`src/rtl/udp_pkg.sv`:
```
// udp_pkg: constants, sequencer state encoding and datapath helpers shared by
// the UDP encoder and its ones'-complement accumulator.
package udp_pkg;

    localparam logic [7:0]  UDP_PROTO     = 8'h11;
    localparam int          UDP_HDR_BYTES = 8;
    localparam logic [15:0] UDP_MAX_DATA  = 16'hFFF7;

    // Payload word counter width: ceil(UDP_MAX_DATA/4) fits in 15 bits.
    localparam int WCNT_W = 15;

    typedef enum logic [2:0] {
        S_IDLE = 3'd0,
        S_SUM  = 3'd1,
        S_HDR1 = 3'd2,
        S_HDR2 = 3'd3,
        S_SEND = 3'd4,
        S_DONE = 3'd5
    } udp_state_e;

    // Zero the bytes of the final payload word that lie past len_data.
    // rem is len_data[1:0]; rem==0 means the last word is fully populated.
    function automatic logic [31:0] udp_mask_last(input logic [31:0] w,
                                                  input logic        last,
                                                  input logic [1:0]  rem);
        logic [31:0] m;
        m = 32'hFFFF_FFFF;
        if (last) begin
            case (rem)
                2'd1:    m = 32'hFF00_0000;
                2'd2:    m = 32'hFFFF_0000;
                2'd3:    m = 32'hFFFF_FF00;
                default: m = 32'hFFFF_FFFF;
            endcase
        end
        return w & m;
    endfunction

    // 16-bit ones'-complement add with end-around carry.
    function automatic logic [15:0] oc_add16(input logic [15:0] a,
                                             input logic [15:0] b);
        logic [16:0] s;
        s = {1'b0, a} + {1'b0, b};
        return s[15:0] + {15'd0, s[16]};
    endfunction

endpackage

```
`src/rtl/udp_csum_acc.sv`:
```
// udp_csum_acc: 16-bit ones'-complement accumulator with clear, seed and
// add-both-halves-of-a-word. Clear beats seed, seed beats add.
module udp_csum_acc
    import udp_pkg::*;
(
    input  logic        clk_i,
    input  logic        rst_ni,
    input  logic        clr_i,
    input  logic        seed_en_i,
    input  logic [15:0] seed_i,
    input  logic        add_en_i,
    input  logic [31:0] word_i,
    output logic [15:0] sum_o
);

    logic [15:0] acc_q, acc_d;

    // Next accumulator value
    always_comb begin
        acc_d = acc_q;
        if (clr_i) begin
            acc_d = '0;
        end else if (seed_en_i) begin
            acc_d = seed_i;
        end else if (add_en_i) begin
            acc_d = oc_add16(oc_add16(acc_q, word_i[31:16]), word_i[15:0]);
        end
    end

    // Accumulator register
    always_ff @(posedge clk_i or negedge rst_ni) begin
        if (!rst_ni) begin
            acc_q <= '0;
        end else begin
            acc_q <= acc_d;
        end
    end

    assign sum_o = acc_q;

endmodule

```
`src/rtl/udp_encoder.sv`:
```
// udp_encoder: emits a UDP datagram (header + payload) as 32-bit big-endian
// words. With CHECKSUM_EN defined a first read pass over the payload computes
// the checksum; without it the checksum field is 0000 and the header goes out
// one cycle after start.
module udp_encoder
    import udp_pkg::*;
#(
    parameter int ADDR_W = 14
) (
    input  logic              clk,
    input  logic              reset,
    input  logic              start,
    input  logic [31:0]       src_ip,
    input  logic [31:0]       dest_ip,
    input  logic [15:0]       src_port,
    input  logic [15:0]       dest_port,
    input  logic [15:0]       len_data,
    output logic              rd_en,
    output logic [ADDR_W-1:0] rd_addr,
    input  logic [31:0]       rd_data,
    output logic [31:0]       data_udp,
    output logic              wr_en,
    output logic [15:0]       len_udp,
    output logic              fin,
    output logic              err
);

    localparam logic [WCNT_W-1:0] W_ONE = WCNT_W'(1);
    localparam logic [ADDR_W-1:0] A_ONE = ADDR_W'(1);

    udp_state_e        state_q;
    logic              rd_en_q, wr_en_q, fin_q, err_q;
    logic [ADDR_W-1:0] rd_addr_q;
    logic [31:0]       data_q;
    logic [15:0]       len_udp_q, sport_q, dport_q;
    logic [1:0]        rem_q;
    logic [WCNT_W-1:0] nwords_q, rd_cnt_q, wcnt_q;

    logic [16:0]       len_rnd;
    logic [WCNT_W-1:0] nwords_in;
    logic [15:0]       len_udp_in;
    logic              last_word, rd_more;
    logic [31:0]       pay_word;
    logic [15:0]       csum_field;

    assign len_rnd    = {1'b0, len_data} + 17'd3;
    assign nwords_in  = len_rnd[16:2];
    assign len_udp_in = len_data + 16'(UDP_HDR_BYTES);
    assign last_word  = (wcnt_q == nwords_q - W_ONE);
    assign rd_more    = (rd_cnt_q < nwords_q);
    assign pay_word   = udp_mask_last(rd_data, last_word, rem_q);

`ifdef CHECKSUM_EN
    logic        rvld_q;
    logic [15:0] seed_val, acc_sum, csum_inv;

    // Pseudo-header + UDP header seed; length appears twice (pseudo-header and header)
    always_comb begin
        seed_val = oc_add16(src_ip[31:16], src_ip[15:0]);
        seed_val = oc_add16(seed_val, dest_ip[31:16]);
        seed_val = oc_add16(seed_val, dest_ip[15:0]);
        seed_val = oc_add16(seed_val, {8'h00, UDP_PROTO});
        seed_val = oc_add16(seed_val, len_udp_in);
        seed_val = oc_add16(seed_val, src_port);
        seed_val = oc_add16(seed_val, dest_port);
        seed_val = oc_add16(seed_val, len_udp_in);
    end

    udp_csum_acc u_acc (
        .clk_i    (clk),
        .rst_ni   (reset),
        .clr_i    (state_q == S_DONE && !start),
        .seed_en_i(state_q == S_IDLE && start),
        .seed_i   (seed_val),
        .add_en_i (state_q == S_SUM && rvld_q),
        .word_i   (pay_word),
        .sum_o    (acc_sum)
    );

    // A computed 0000 is sent as FFFF since 0000 means "no checksum" on the wire
    assign csum_inv   = ~acc_sum;
    assign csum_field = (csum_inv == 16'h0000) ? 16'hFFFF : csum_inv;
`else
    logic unused_ip;
    assign unused_ip  = ^{src_ip, dest_ip};
    assign csum_field = 16'h0000;
`endif

    // Datagram sequencer: registered outputs, reads run one word ahead of emission
    always_ff @(posedge clk or negedge reset) begin
        if (!reset) begin
            state_q   <= S_IDLE;
            rd_en_q   <= 1'b0;
            rd_addr_q <= '0;
            data_q    <= '0;
            wr_en_q   <= 1'b0;
            len_udp_q <= '0;
            fin_q     <= 1'b0;
            err_q     <= 1'b0;
            sport_q   <= '0;
            dport_q   <= '0;
            rem_q     <= '0;
            nwords_q  <= '0;
            rd_cnt_q  <= '0;
            wcnt_q    <= '0;
`ifdef CHECKSUM_EN
            rvld_q    <= 1'b0;
`endif
        end else begin
            rd_en_q <= 1'b0;
            wr_en_q <= 1'b0;
            err_q   <= 1'b0;
            data_q  <= '0;
`ifdef CHECKSUM_EN
            rvld_q  <= rd_en_q;
`endif
            case (state_q)
                S_IDLE: begin
                    if (start) begin
                        if (len_data > UDP_MAX_DATA) begin
                            err_q <= 1'b1;
                        end else begin
                            sport_q   <= src_port;
                            dport_q   <= dest_port;
                            rem_q     <= len_data[1:0];
                            nwords_q  <= nwords_in;
                            len_udp_q <= len_udp_in;
                            rd_addr_q <= '0;
                            wcnt_q    <= '0;
`ifdef CHECKSUM_EN
                            if (nwords_in != '0) begin
                                state_q  <= S_SUM;
                                rd_en_q  <= 1'b1;
                                rd_cnt_q <= W_ONE;
                            end else begin
                                state_q  <= S_HDR1;
                                wr_en_q  <= 1'b1;
                                data_q   <= {src_port, dest_port};
                                rd_cnt_q <= '0;
                            end
`else
                            state_q  <= S_HDR1;
                            wr_en_q  <= 1'b1;
                            data_q   <= {src_port, dest_port};
                            rd_en_q  <= (nwords_in != '0);
                            rd_cnt_q <= (nwords_in != '0) ? W_ONE : '0;
`endif
                        end
                    end
                end
`ifdef CHECKSUM_EN
                S_SUM: begin
                    if (rd_more) begin
                        rd_en_q   <= 1'b1;
                        rd_addr_q <= rd_addr_q + A_ONE;
                        rd_cnt_q  <= rd_cnt_q + W_ONE;
                    end
                    if (rvld_q) begin
                        wcnt_q <= wcnt_q + W_ONE;
                        // Last word lands in the accumulator this edge; restart reads for emission
                        if (last_word) begin
                            state_q   <= S_HDR1;
                            wr_en_q   <= 1'b1;
                            data_q    <= {sport_q, dport_q};
                            rd_en_q   <= 1'b1;
                            rd_addr_q <= '0;
                            rd_cnt_q  <= W_ONE;
                            wcnt_q    <= '0;
                        end
                    end
                end
`endif
                S_HDR1: begin
                    state_q <= S_HDR2;
                    wr_en_q <= 1'b1;
                    data_q  <= {len_udp_q, csum_field};
                    if (rd_more) begin
                        rd_en_q   <= 1'b1;
                        rd_addr_q <= rd_addr_q + A_ONE;
                        rd_cnt_q  <= rd_cnt_q + W_ONE;
                    end
                end
                S_HDR2, S_SEND: begin
                    if (wcnt_q == nwords_q) begin
                        state_q <= S_DONE;
                        fin_q   <= 1'b1;
                    end else begin
                        state_q <= S_SEND;
                        wr_en_q <= 1'b1;
                        data_q  <= pay_word;
                        wcnt_q  <= wcnt_q + W_ONE;
                        if (rd_more) begin
                            rd_en_q   <= 1'b1;
                            rd_addr_q <= rd_addr_q + A_ONE;
                            rd_cnt_q  <= rd_cnt_q + W_ONE;
                        end
                    end
                end
                S_DONE: begin
                    if (!start) begin
                        state_q   <= S_IDLE;
                        fin_q     <= 1'b0;
                        len_udp_q <= '0;
                    end
                end
                default: state_q <= S_IDLE;
            endcase
        end
    end

    assign rd_en    = rd_en_q;
    assign rd_addr  = rd_addr_q;
    assign data_udp = data_q;
    assign wr_en    = wr_en_q;
    assign len_udp  = len_udp_q;
    assign fin      = fin_q;
    assign err      = err_q;

endmodule
```
`config.mk`:
```
export PLATFORM = sky130hd
export DESIGN_NAME = udp_encoder
export DESIGN_NICKNAME = d
export VERILOG_FILES = /design/src/rtl/udp_pkg.sv /design/src/rtl/udp_csum_acc.sv /design/src/rtl/udp_encoder.sv
export SDC_FILE = /design/constraint.sdc
export NUM_CORES = 1
export LEC_CHECK = 0
export CAP_MARGIN = 15
export CORE_UTILIZATION = 43
export DETAILED_ROUTE_END_ITERATION = 8
export GPL_TIMING_DRIVEN = 0
export PLACE_DENSITY = 0.78
export SETUP_SLACK_MARGIN = 0.2
export SLEW_MARGIN = 40
export SYNTH_ARGS = -nofsm -noshare
export SYNTH_HDL_FRONTEND = slang
export SYNTH_SLANG_ARGS = --single-unit
export TNS_END_PERCENT = 50
```
`constraint.sdc`:
```
create_clock -name clk -period 2.64 [get_ports clk]
set_input_delay 0.264 -clock clk [delete_from_list [all_inputs] [get_ports clk]]
set_output_delay 0.264 -clock clk [all_outputs]
set_load 0.1 [all_outputs]
```
; Word-level counts from Yosys, hierarchy flattened
; Cells that the tools add are included.
[classes]
n_addsub = 6
n_mul = 0
n_div = 0
order_cmp = 2
eq_ne = 14
n_shift = 0
mux = 45
n_bitwise = 2
n_reduce_logical = 13
[op_table]
columns = operator, n
row1 = 32-bit 2-to-1 mux, 4
row2 = 15-bit 2-to-1 mux, 7
row3 = 32-bit case mux with 3 select lines, 1
row4 = 24-bit case mux with 3 select lines, 1
row5 = 14-bit 2-to-1 mux, 4
row6 = 16-bit 2-to-1 mux, 3
row7 = 15-bit case mux with 3 select lines, 1
row8 = 14-bit case mux with 3 select lines, 1
row9 = 32-bit bitwise AND, 1
row10 = 16-bit case mux with 2 select lines, 1
row11 = "15-bit by 1-bit adder with 15-bit output, second input constant", 2
row12 = 15-bit equality test, 2
row13 = 15-bit case mux with 2 select lines, 1
row14 = "16-bit by 2-bit adder with 17-bit output, second input constant", 1
row15 = "16-bit by 4-bit adder with 16-bit output, second input constant", 1
row16 = "16-bit > comparator, second input constant", 1
row17 = 15-bit < comparator, 1
row18 = 15-bit nonzero test, 1
row19 = "15-bit by 1-bit subtractor with 15-bit output, second input constant", 1
row20 = "14-bit by 1-bit adder with 14-bit output, second input constant", 1
row21 = 1-bit 2-to-1 mux, 14
row22 = 3-bit case mux with 4 select lines, 1
row23 = 4-bit AND reduction, 3
row24 = "2-bit inequality test, second input constant", 5
row25 = 13 further kinds, 23
[word_totals]
reg_bits = 116
latch_bits = 0
ramBits = 0
rom_bits = 0
in_bits = 147
out_inout_bits = 66
word_cells = 94
n_memories = 0

; Logic depth before layout (Yosys ltp)
; Gate-level depths: netlist (run 1).
[depth]
ltp_word = 6
ltp_mapped = 11
ltp_nobuf = 9

; Worst setup path after synthesis (run 1)
; Ideal clock, no wire load.
[synth_path]
path_kind = register -> register
startpoint = register nwords_q[6]
endpoint = register rd_addr_q[11] (netlist: rd_addr[11])
arrival_time_ns = 2.614
slack_ns = -0.052
path_stages_with_launch = 10
n_path_buf = 0
period_less_slack_ns = 2.692
path_cell_list = dfrtp_1 inv_1 ha_1 and3_1 a221o_1 a31oi_1 o21ai_0 a221oi_2 or4b_2 a21oi_1
[synth_between]
elab_chain_len = 4
[synth_lines]
columns = item, line
row1 = "start, declared", udp_encoder.sv:37  ; logic [WCNT_W-1:0] nwords_q, rd_cnt_q, wcnt_q;
row2 = "start signal, assigned", udp_encoder.sv:126  ; nwords_q <= nwords_in;
row3 = 15-bit < comparator, udp_encoder.sv:50  ; assign rd_more = (rd_cnt_q < nwords_q);
row4 = 14-bit 2-to-1 mux (2 in a row), --
row5 = 14-bit case mux with 3 select lines, --
row6 = "end signal, assigned", udp_encoder.sv:179  ; rd_addr_q <= rd_addr_q + A_ONE;
row7 = "end signal, assigned", udp_encoder.sv:194  ; rd_addr_q <= rd_addr_q + A_ONE;
row8 = "end, declared", udp_encoder.sv:33  ; logic [ADDR_W-1:0] rd_addr_q;
; Parallel ways exist; a longest one is shown, timed or not. The select of a mux whose other input is x is not followed.
; A chain may end at the register's enable or synchronous reset.

; Final worst setup path (run 1)
[layout_path]
startpoint = register nwords_q[3]
endpoint = register data_q[0] (netlist: data_udp[0])
[layout_between]
elab_chain_len = 6
[layout_lines]
columns = item, line
row1 = 15-bit by 1-bit subtractor with 15-bit output, udp_encoder.sv:49  ; assign last_word = (wcnt_q == nwords_q - W_ONE);
row2 = 15-bit equality test, udp_encoder.sv:49
row3 = 32-bit 2-to-1 mux, udp_pkg.sv:28  ; if (last) begin
row4 = 32-bit bitwise AND, udp_pkg.sv:36  ; return w & m;
row5 = 32-bit 2-to-1 mux *, udp_encoder.sv:184  ; if (wcnt_q == nwords_q) begin
row6 = 32-bit case mux with 3 select lines *, udp_encoder.sv:117  ; case (state_q)
row7 = "end signal, assigned", udp_encoder.sv:144  ; data_q <= {src_port, dest_port};
row8 = "end signal, assigned", udp_encoder.sv:176  ; data_q <= {len_udp_q, csum_field};
row9 = "end signal, assigned", udp_encoder.sv:190  ; data_q <= pay_word;
row10 = "end, declared", udp_encoder.sv:34  ; logic [31:0] data_q;
; Every way passes the cells marked *; elsewhere a longest branch is shown, timed or not.

==> results of run 1 <==
## critical path, cell delays in order, from the launching register on
cell	delay [ns]
dfrtp_1	0.37
buf_6	0.12
or4_4	0.56
or4_4	0.44
a211oi_2	0.24
o2111ai_2	0.15
nor4_4	0.18
buf_6	0.17
a31oi_4	0.16
a22o_1	0.25
## state kept, by name, indices dropped and copies added, names as in the netlist, 2 cells and up
register  cells
wcnt_q       15
len_udp      16
rem_q         2
data_udp     32
rd_addr      14
nwords_q     15
state_q       3
rd_cnt_q     15
## how the worst max path moves through the flow
stage	from	end	slack, ns	cells after the start
6_report	nwords_q[3]	data_udp[0]	-0.13	9
5_1_grt	nwords_q[3]	data_udp[4]	-0.22	9
4_1_cts	nwords_q[3]	data_udp[0]	-0.15	9
3_5_place_dp	len_data[3]	rd_cnt_q[9]	-0.81	11
3_3_place_gp	reset	data_udp[27]	-3.44	1
2_1_floorplan	nwords_q[3]	data_udp[10]	-0.02	8
## cell families (layout without fill, tap and decap cells)
family / after synthesis / count (layout) / share of synthesized area
flops: 116 / 116 / 0.4232
buf+inv: 84 / 304 / 0.05016
mux: 2 / 2 / 0.003101
fa+ha+maj: 21 / 21 / 0.03831
compound gates: 210 / 210 / 0.2189
simple gates: 260 / 260 / 0.2012
xor+xnor: 51 / 51 / 0.06512
## report_power, final
part           total (mW)  switching [mW]  leakage (nW)  internal [mW]
registers            1.81         0.00537          1.39           1.80
clock network        2.37           0.887         0.286           1.49
logic               0.500           0.329          2.55          0.171
total                4.68            1.22          4.22           3.46
## area by class of cell
type,count,share of cell area
Buffer,44,0.02791
Timing Repair Buffer,188,0.1547
Clock inverter,15,0.01806
Clock buffer,17,0.04295
Sequential cell,116,0.2943
Inverter,40,0.01516
Multi-Input combinational cell,544,0.4202
Tap cell,211,0.02665
## per-layer routing
| layer | GRT usage | vias to the layer above | wire (um) |
|---|---|---|---|
| li1 | - | 3147 | - |
| met3 | 0.05134 | 69 | 1656 |
| met2 | 0.4165 | 378 | 11090 |
| met4 | 0.09481 | 0 | 679 |
| met1 | 0.3602 | 3433 | 9381 |
| met5 | 0 | - | 0 |
## cell usage after synthesis (4+ instances only)
master,n
ha_1,21
o21ai_0,56
dfrtp_1,116
nor3_1,11
xnor2_1,26
nor3b_1,4
a31oi_1,7
a22o_1,27
o31ai_1,22
or3_1,17
o41ai_1,4
a222oi_1,8
nand2b_1,9
o211ai_1,9
nor2b_1,6
nand3_1,27
nand2_1,80
and2_1,6
nor4_1,5
clkbuf_1,28
nand4_1,12
or4_1,9
and4_1,4
and3_1,15
a21o_1,10
xor2_1,25
inv_1,40
a21oi_1,29
buf_2,10
nor2_1,37
a311oi_1,4
## repair_timing
action	CTS	global route
hold endpoints to repair	55	0
resized for setup	83	101
buffers inserted	22	21
pin swaps	38	56
cloned	1	2
hold buffers	1	0
setup endpoints to repair	111	109
==> impl_metrics.csv, run 1 <==
group,metric,value,unit
timing,rsz0062_at_grt,"yes",
pwr,ir_drop,0.0004346,V
yosys,netlist_instances,744,
cells_and_area,mostFrequentLayoutCells,"dfrtp_1, nand2_1, clkdlybuf4s50_1",
critical_path,r2r_end,"data_udp[0]",
yosys,syn_avg_cell_area,9.219,sq um
pwr,p_total,4.681,mW
cts,tritoncts,"done",
cells_and_area,num_antenna_cells,0,
grt,antenna_found_initial,0,
place,dp.cells,1096,
place,hpwlAfterDp,14340,um
place,dpl_worst_slack,-0.8100,ns
place,port_buffers,140,
yosys,synth.distinct_cells,70,
detailed_routing,avgRoutedWirePerCell,19.41,um
run,cap_viol_max_count,0,
cells_and_area,multi_input_area,0.004163,sq mm
yosys,synth_edf_count,0,
timing,hold_ws,0.2808,ns
die,num_rows,45,
timing,timing.fmax,361.2,MHz
place,placed_area,0.008238,sq mm
critical_path,critPathArrivalTime,3.08,ns
yosys,ys_seq_elements,116,
cells_and_area,postLayoutCellArea,0.009906,sq mm
grt,gr-total-overflow,0,
die,io_pins,213,
yosys,synth-seq-area-share,0.4232,
timing,slew_headroom,0.4965,
hold_path,min_path_type,"in2reg",
critical_path,timing.rr.start,"nwords_q[3]",
timing,final_hold_viol_count,0,
timing,fin_tns_setup,-1.884,ns
cts,htreeDepth,4,
critical_path,cp-start-kind,"flip-flop",
die,fp.dieW,128.3,um
critical_path,worstSetupPathType,"reg2reg",
hold_path,min_path_cells,3,
timing,tightest_slew,0.7503,ns
die,fp.dieH,128.3,um
detailed_routing,first_pass_iters,6,
cts,clk_pin_slew,0.06,ns
yosys,yosys-top-cells-area,"dfrtp_1, nand2_1, o21ai_0",
yosys,async_flop_share,1.000,
timing,period_needed,2.768,ns
detailed_routing,drt_iter0_drc,744,
timing,finalCritPeriodShare,1.049,
cts,clockRootBuffer,"clkbuf_16",
yosys,ys_warn_count,0,
cells_and_area,area.growth.synth_to_final,44.42,%
hold_path,whs_endpoint,"len_udp[8]",
place,gp_congestion,0.9427,
detailed_routing,ant_nets,0,
timing,maxSlewViolCount,0,
run_status,violations,"negative setup slack",
yosys,synth_top_cell_by_area,"dfrtp_1",
cells_and_area,final_common_cell,"dfrtp_1",
detailed_routing,vias,7027,
cells_and_area,seq_area,0.002915,sq mm
timing,setup_viol,30,
yosys,synth_nets,912,
grt,grt_pass1_wl,33830,um
cts,cts_buffers,17,
run_status,status,"finished with violations",
critical_path,cp-end-kind,"flip-flop",
die,initial_utilization,0.4462,
yosys,synth_top_area_share,0.4232,
cells_and_area,postLayoutCoreUtil,0.6444,
pwr,leakage,4.222,nW
timing,skew,0.01298,ns
cts,clk_latency,0.43,ns
cts,clock_sinks,116,
detailed_routing,drc,0,
hold_path,min_from,"len_data[8]",
cells_and_area,layoutNonFillerInstCount,1175,
grt,grt_start_max_net_pins,62,
cells_and_area,final.fill_count,1140,
yosys,ys.flop_type,"dfrtp_1",
detailed_routing,viasPerCell,5.980,
die,dieArea,0.01646,sq mm
critical_path,r2r_slack,-0.13,ns
pwr,p_per_area,472.5,mW/mm^2
grt,grtUsageTotal,0.2635,
critical_path,crit_fanout,8,
yosys,syn_area,0.006859,sq mm
cts,clock_path_buffers,2,
timing,fin_ws,-0.1285,ns
critical_path,rr_worst_depth,9,
cells_and_area,final_nets,1119,
critical_path,cp.required,2.95,ns
grt,grt_pass1_vias,6572,
cells_and_area,drive_above_1_share,0.2967,
detailed_routing,routed_wl,22800,um
die,core-area,0.01537,sq mm
Power figures use the tool's default switching activity.
==> inputs of run 2 (changes only) <==
Settings changed: CELL_PAD_IN_SITES_DETAIL_PLACEMENT set to 0, CELL_PAD_IN_SITES_GLOBAL_PLACEMENT set to 2, CORE_UTILIZATION 43 to 25, PLACE_DENSITY 0.78 to unset, PLACE_DENSITY_LB_ADDON set to 0.1, SLEW_MARGIN 40 to unset.
==> impl_metrics.csv, run 2 (synthesized netlist as in run 1, its figures left out) <==
group,metric,value,unit
run_status,violations,"negative setup slack",
timing,rsz0062_at_grt,"yes",
cells_and_area,final_nets,1127,
timing,maxSlewViolCount,0,
pwr,p_switching,1.250,mW
critical_path,crit_fanout,8,
cells_and_area,seq_area,0.002915,sq mm
run,cap_viol_max_count,0,
place,port_buffers,140,
pwr,p_per_area,441.0,mW/mm^2
critical_path,slowest_delay,0.56,ns
timing,period_needed,2.750,ns
cells_and_area,num_antenna_cells,0,
pwr,seq_power_share,0.391,
grt,gr-total-overflow,0,
detailed_routing,first_pass_iters,6,
timing,setup_viol,30,
hold_path,min_path_type,"in2reg",
cells_and_area,final.fill_count,2709,
grt,grt_pass1_vias,6795,
detailed_routing,drt_iter0_drc,367,
cts,clockRootBuffer,"clkbuf_16",
timing,slew_headroom,0.3258,
critical_path,worstSetupPathType,"reg2reg",
pwr,leakage,4.210,nW
die,num_rows,60,
die,dieArea,0.02810,sq mm
cts,clock_sinks,116,
cts,tritoncts,"done",
timing,tightest_slew,1.008,ns
die,fp.dieW,167.6,um
pwr,p_int,3.375,mW
cells_and_area,final_common_cell,"clkdlybuf4s50_1",
run_status,status,"finished with violations",
critical_path,cp-end-kind,"flip-flop",
timing,timing.fmax,363.6,MHz
timing,fin_ws,-0.1103,ns
pwr,clockPowerShare,0.497,
cts,cts_buffers,17,
grt,antenna_found_initial,0,
critical_path,cp_top_family,"simple AND/OR/NAND/NOR gates",
cells_and_area,postLayoutCoreUtil,0.3891,
detailed_routing,viasPerCell,5.054,
detailed_routing,drc,0,
cells_and_area,mostFrequentLayoutCells,"clkdlybuf4s50_1, dfrtp_1, nand2_1",
cells_and_area,largest_reg_flops,32,
pwr,p_comb_frac,0.112,
cells_and_area,drive_above_1_share,0.2317,
cells_and_area,multi_input_area,0.004146,sq mm
cts,clk_latency,0.43,ns
critical_path,critPathArrivalTime,3.06,ns
die,initial_utilization,0.2545,
timing,skew,0.01209,ns
pwr,p_sw_frac,0.2702,
place,hpwlAfterDp,18240,um
timing,final_hold_viol_count,0,
cells_and_area,area.growth.synth_to_final,52.90,%
detailed_routing,vias,6631,
die,core-area,0.02695,sq mm
critical_path,cp.required,2.95,ns
die,io_pins,213,
detailed_routing,routed_wl,25100,um
die,fp.dieH,167.6,um
grt,grt_pass1_wl,39370,um
detailed_routing,avgRoutedWirePerCell,19.13,um
timing,finalCritPeriodShare,1.042,
grt,grt_start_max_net_pins,78,
place,gp_congestion,0.8261,
detailed_routing,ant_nets,0,
pwr,ir_drop,0.0003600,V
critical_path,cp-start-kind,"flip-flop",
place,placed_area,0.008727,sq mm
cts,clk_pin_slew,0.06,ns
critical_path,path_cells,"buf_6 -> or4_4 -> or4_4 -> a211oi_2 -> o2111ai_2 -> nor4_4 -> buf_6 -> a31oi_4 -> a22o_1",
critical_path,slowest_stage,"or4_4",
grt,grtUsageTotal,0.1825,
cts,htreeDepth,4,
pwr,p_total,4.625,mW
cells_and_area,postLayoutCellArea,0.01049,sq mm
cts,clock_path_buffers,2,
critical_path,crit_buf_inv,2,
[run 2: power by group through the flow]
stage | registers, mW | logic (mW) | clock network, mW
4_1_cts | 1.81 | 0.526 | 2.39
6_report | 1.81 | 0.518 | 2.30
3_5_place_dp | 1.84 | 0.518 | 0
3_3_place_gp | 1.84 | 0.508 | 0
2_1_floorplan | 2.03 | 0.0898 | 0
5_1_grt | 1.81 | 0.547 | 2.46
[run 2: final cells by class]
| class | count | area share |
|---|---|---|
| multi-input combinational | 544 | 0.3954 |
| sequential | 116 | 0.2780 |
| timing repair buffer | 196 | 0.1892 |
| clock buffer | 18 | 0.04092 |
| tap | 341 | 0.04068 |
| buffer | 44 | 0.02851 |
| inverter | 40 | 0.01432 |
| clock inverter | 13 | 0.01300 |
[run 2: per-stage QoR]
step | cells | setup slack [ns] | hold slack [ns] | setup TNS, ns
6_report | 1312 | -0.1103 | 0.2572 | -2.233
5_1_grt | 1312 | -0.2073 | 0.2833 | -6.385
4_1_cts | 1289 | -0.2123 | 0.2421 | -5.539
3_5_place_dp | 1226 | -1.153 | 0.2195 | -81.74
3_3_place_gp | 1225 | -3.655 | 0.5113 | -499.63
2_1_floorplan | 744 | -0.01872 | -0.03159 | -0.4231
[run 2: per-layer routing]
layer	GRT usage	routed length, um	vias to the layer above	part of all wire
li1	-	-	3159	-
met3	0.03120	724	22	0.029
met1	0.2334	11500	3312	0.46
met4	0.04826	306	0	0.012
met5	0	0	-	0
met2	0.3159	12570	138	0.50
[run 2: worst paths after layout]
| path | to | slack (ns) | from | cells after the start |
|---|---|---|---|---|
| worst min-delay path | len_udp[8] | 0.26 | len_data[8] | 3 |
| worst min register to register | rd_addr[3] | 0.51 | rd_addr[3] | 1 |
| max in group asynchronous | nwords_q[10] | 1.52 | reset | 3 |
| worst max register to register | data_udp[14] | -0.11 | nwords_q[2] | 9 |
| min in group asynchronous | data_udp[2] | 0.33 | reset | 2 |
| worst max-delay path | data_udp[14] | -0.11 | nwords_q[2] | 9 |
[run 2: worst reg2reg max path: stages (launching register included)]
cell and delay [ns]:
dfrtp_1 0.37, buf_6 0.13, or4_4 0.56, or4_4 0.43, a211oi_2 0.23, o2111ai_2 0.18, nor4_4 0.17, buf_6 0.17
a31oi_4 0.16, a22o_1 0.24
[run 2: timing repair]
action / 4_1_cts / 5_1_grt
hold buffers: 1 / 0
setup endpoints to repair: 111 / 105
hold endpoints to repair: 39 / 0
setup buffers: 28 / 21
pin swaps: 57 / 47
cloned: 3 / 2
resized for setup: 126 / 70
==> RTL edit: new RTL, flow settings as in run 1 <==
Re-encode `udp_state_e` (6 states) as one-hot, 6 bits wide.
--- a/src/rtl/udp_pkg.sv
+++ b/src/rtl/udp_pkg.sv
@@ -10,11 +10,11 @@
     localparam int WCNT_W = 15;
 
-    typedef enum logic [2:0] {
-        S_IDLE = 3'd0,
-        S_SUM  = 3'd1,
-        S_HDR1 = 3'd2,
-        S_HDR2 = 3'd3,
-        S_SEND = 3'd4,
-        S_DONE = 3'd5
+    typedef enum logic [5:0] {
+        S_IDLE = 6'b000001,
+        S_SUM  = 6'b000010,
+        S_HDR1 = 6'b000100,
+        S_HDR2 = 6'b001000,
+        S_SEND = 6'b010000,
+        S_DONE = 6'b100000
     } udp_state_e;
 
Check against the original RTL: no difference found for any inputs over 4 cycles, from zero or initial values and one cycle with reset low; so few cycles prove little.
==> RTL edit against run 1 <==
  * Synthesized cell count shrank 4.7%
  * Worst setup slack improved by 0.31 ns
  * Cell area down 4.6%
  * Area after synthesis is 2.3% lower
  * Routed wire length fell by 10%
  * Cell count decreased by 5.5%
  * Maximum frequency is 13% higher
  * Sequential cell count increased by 2
  * Via count fell by 7.3%
  * Clock skew is 0.0019 ns lower
Power is not compared: it rests on default switching activity, and its combinational part moved more than twofold at a synthesized area within 25%.
==> RTL edit: results (changes against run 1) <==
- Run status: finished, final reports clean (was finished, violations left)
* Xor/xnor share of the synthesized area: 0.0758 (was 0.0651)
* Number of instances in the placed design: 1042 (was 1096)
- Number of setup buffers added after CTS: 20 (was 22)
- Drt initial violations: 584 (was 744)
- Launch point of the worst hold path: len_data[5] (was len_data[8])
* Source of the worst register-to-register timing path: nwords_q[2]$_DFFE_PN0P_ (was nwords_q[3]$_DFFE_PN0P_)
- The arrival time at the worst endpoint is 2.80 ns (was 3.08 ns).
- The delay of the slowest critical-path stage came to 0.52 ns (was 0.56 ns).
- Met3 wire length: 1.34 mm (was 1.66 mm)
- The number of different library cells in the post-synthesis netlist came to 64 (was 70).
* Total via count after detailed routing: 6516 (was 7027)
- The share of layout cells above drive strength 1 was 0.268 (was 0.297).
- The register-to-register path setup slack came to 0.18 ns (was -0.13 ns).
* Multiplexer share of the synthesized area: 0.0120 (was 0.00310)
- The part of the Yosys area used for sequential elements is 0.441 (was 0.423).
- The total track usage is 0.254 (was 0.264).
- The cell type group with the largest total delay on the critical path is compound AO/OA/AOI/OAI gates (was simple AND/OR/NAND/NOR gates).
- The number of nets at the end of the flow was 1077 (was 1119).
- Synth area leaders: dfrtp_1 44%, nand2_1 4.1%, ha_1 3.9% (was dfrtp_1 42%, nand2_1 4.4%, o21ai_0 4.1%)
- The critical-path cell with the highest stage delay is a311oi_1 (was or4_4).
* Worst hold slack: 0.318 ns (was 0.281 ns)
* Wire length on met1: 8.71 mm (was 9.38 mm)
- The number of instances resized during post-cts repair is 44 (was 83).
- The number of detailed-route iterations in the first pass is 7 (was 6).
- Via count of the first global-routing pass: 6155 (was 6572)
* Port bufs: 144 (was 140)
- Net count after synthesis: 877 (was 912)
* Compound-Gate Fraction of Synth Area: 0.182 (was 0.219)
- Global-route wire length before repair: 31.6 mm (was 33.8 mm)
* Synth cell count leaders: 117 x dfrtp_1, 74 x nand2_1, 51 x nor2_1 (was 116 x dfrtp_1, 80 x nand2_1, 56 x o21ai_0)
- The fraction of registers with async set or reset after synthesis is 1.00 (unchanged).
* Part of the cycle the worst path needs: 0.930 (was 1.05)
* Maximum number of pins on one net before global-route repair: 64 (was 62)
- Normalized max-slew margin: 0.450 (was 0.496)
- The endpoint with the worst hold slack is len_udp[5]$_DFFE_PN0P_ (was len_udp[8]$_DFFE_PN0P_).
- The fraction of the mapped netlist area in adder cells is 0.0392 (was 0.0383).
- The setup slack after placement was -0.570 ns (was -0.810 ns).
* Filler cell count in the final layout: 1224 (was 1140)
- Per-instance average area after synthesis: 9.45 um^2 (was 9.22 um^2)
- The post-detailed-routing wire length was 20.4 mm (was 22.8 mm).
- Leakage: 4.35 nW
- The placer's final routability congestion estimate was 0.905 (was 0.943).
* Wire length per cell: 18.4 um (was 19.4 um)
* Clock buffers created by TritonCTS: 17 (unchanged)
- The estimated wirelength of the detail-placed design is 13.6 mm (was 14.3 mm).
- Met2 WL: 9.91 mm (was 11.1 mm)
RTL edit: metal layers:
layer	vias to the layer above	global-route usage
met1	3213	0.338
li1	2967	-
met5	-	0
met4	0	0.0840
met3	56	0.0603
met2	280	0.407
RTL edit: logic make-up after synthesis:
kind of cell               after synthesis
and+or+nand+nor                        260
DFF                                    118
adders and majority gates               21
buffers and inverters                   76
xor gates and xnor gates                58
AOI/OAI and AO/OA                      168
muxes                                    8
RTL edit: per-stage QoR:
step,TNS [ns],area [um^2]
floorplan,0,6710
global placement,-425.63,8380
detailed placement,-35.31,8090
CTS,0,9000
global route,0,9450
finish,0,9450
RTL edit: area by class of cell:
class,instances,area [um^2],area share
clock buffer,24,482,0.0510
tap,188,235,0.0249
multi-input combinational,515,3780,0.400
buffer,40,269,0.0285
timing repair buffer,181,1430,0.151
clock inverter,8,145,0.0154
inverter,36,146,0.0155
sequential,118,2960,0.313
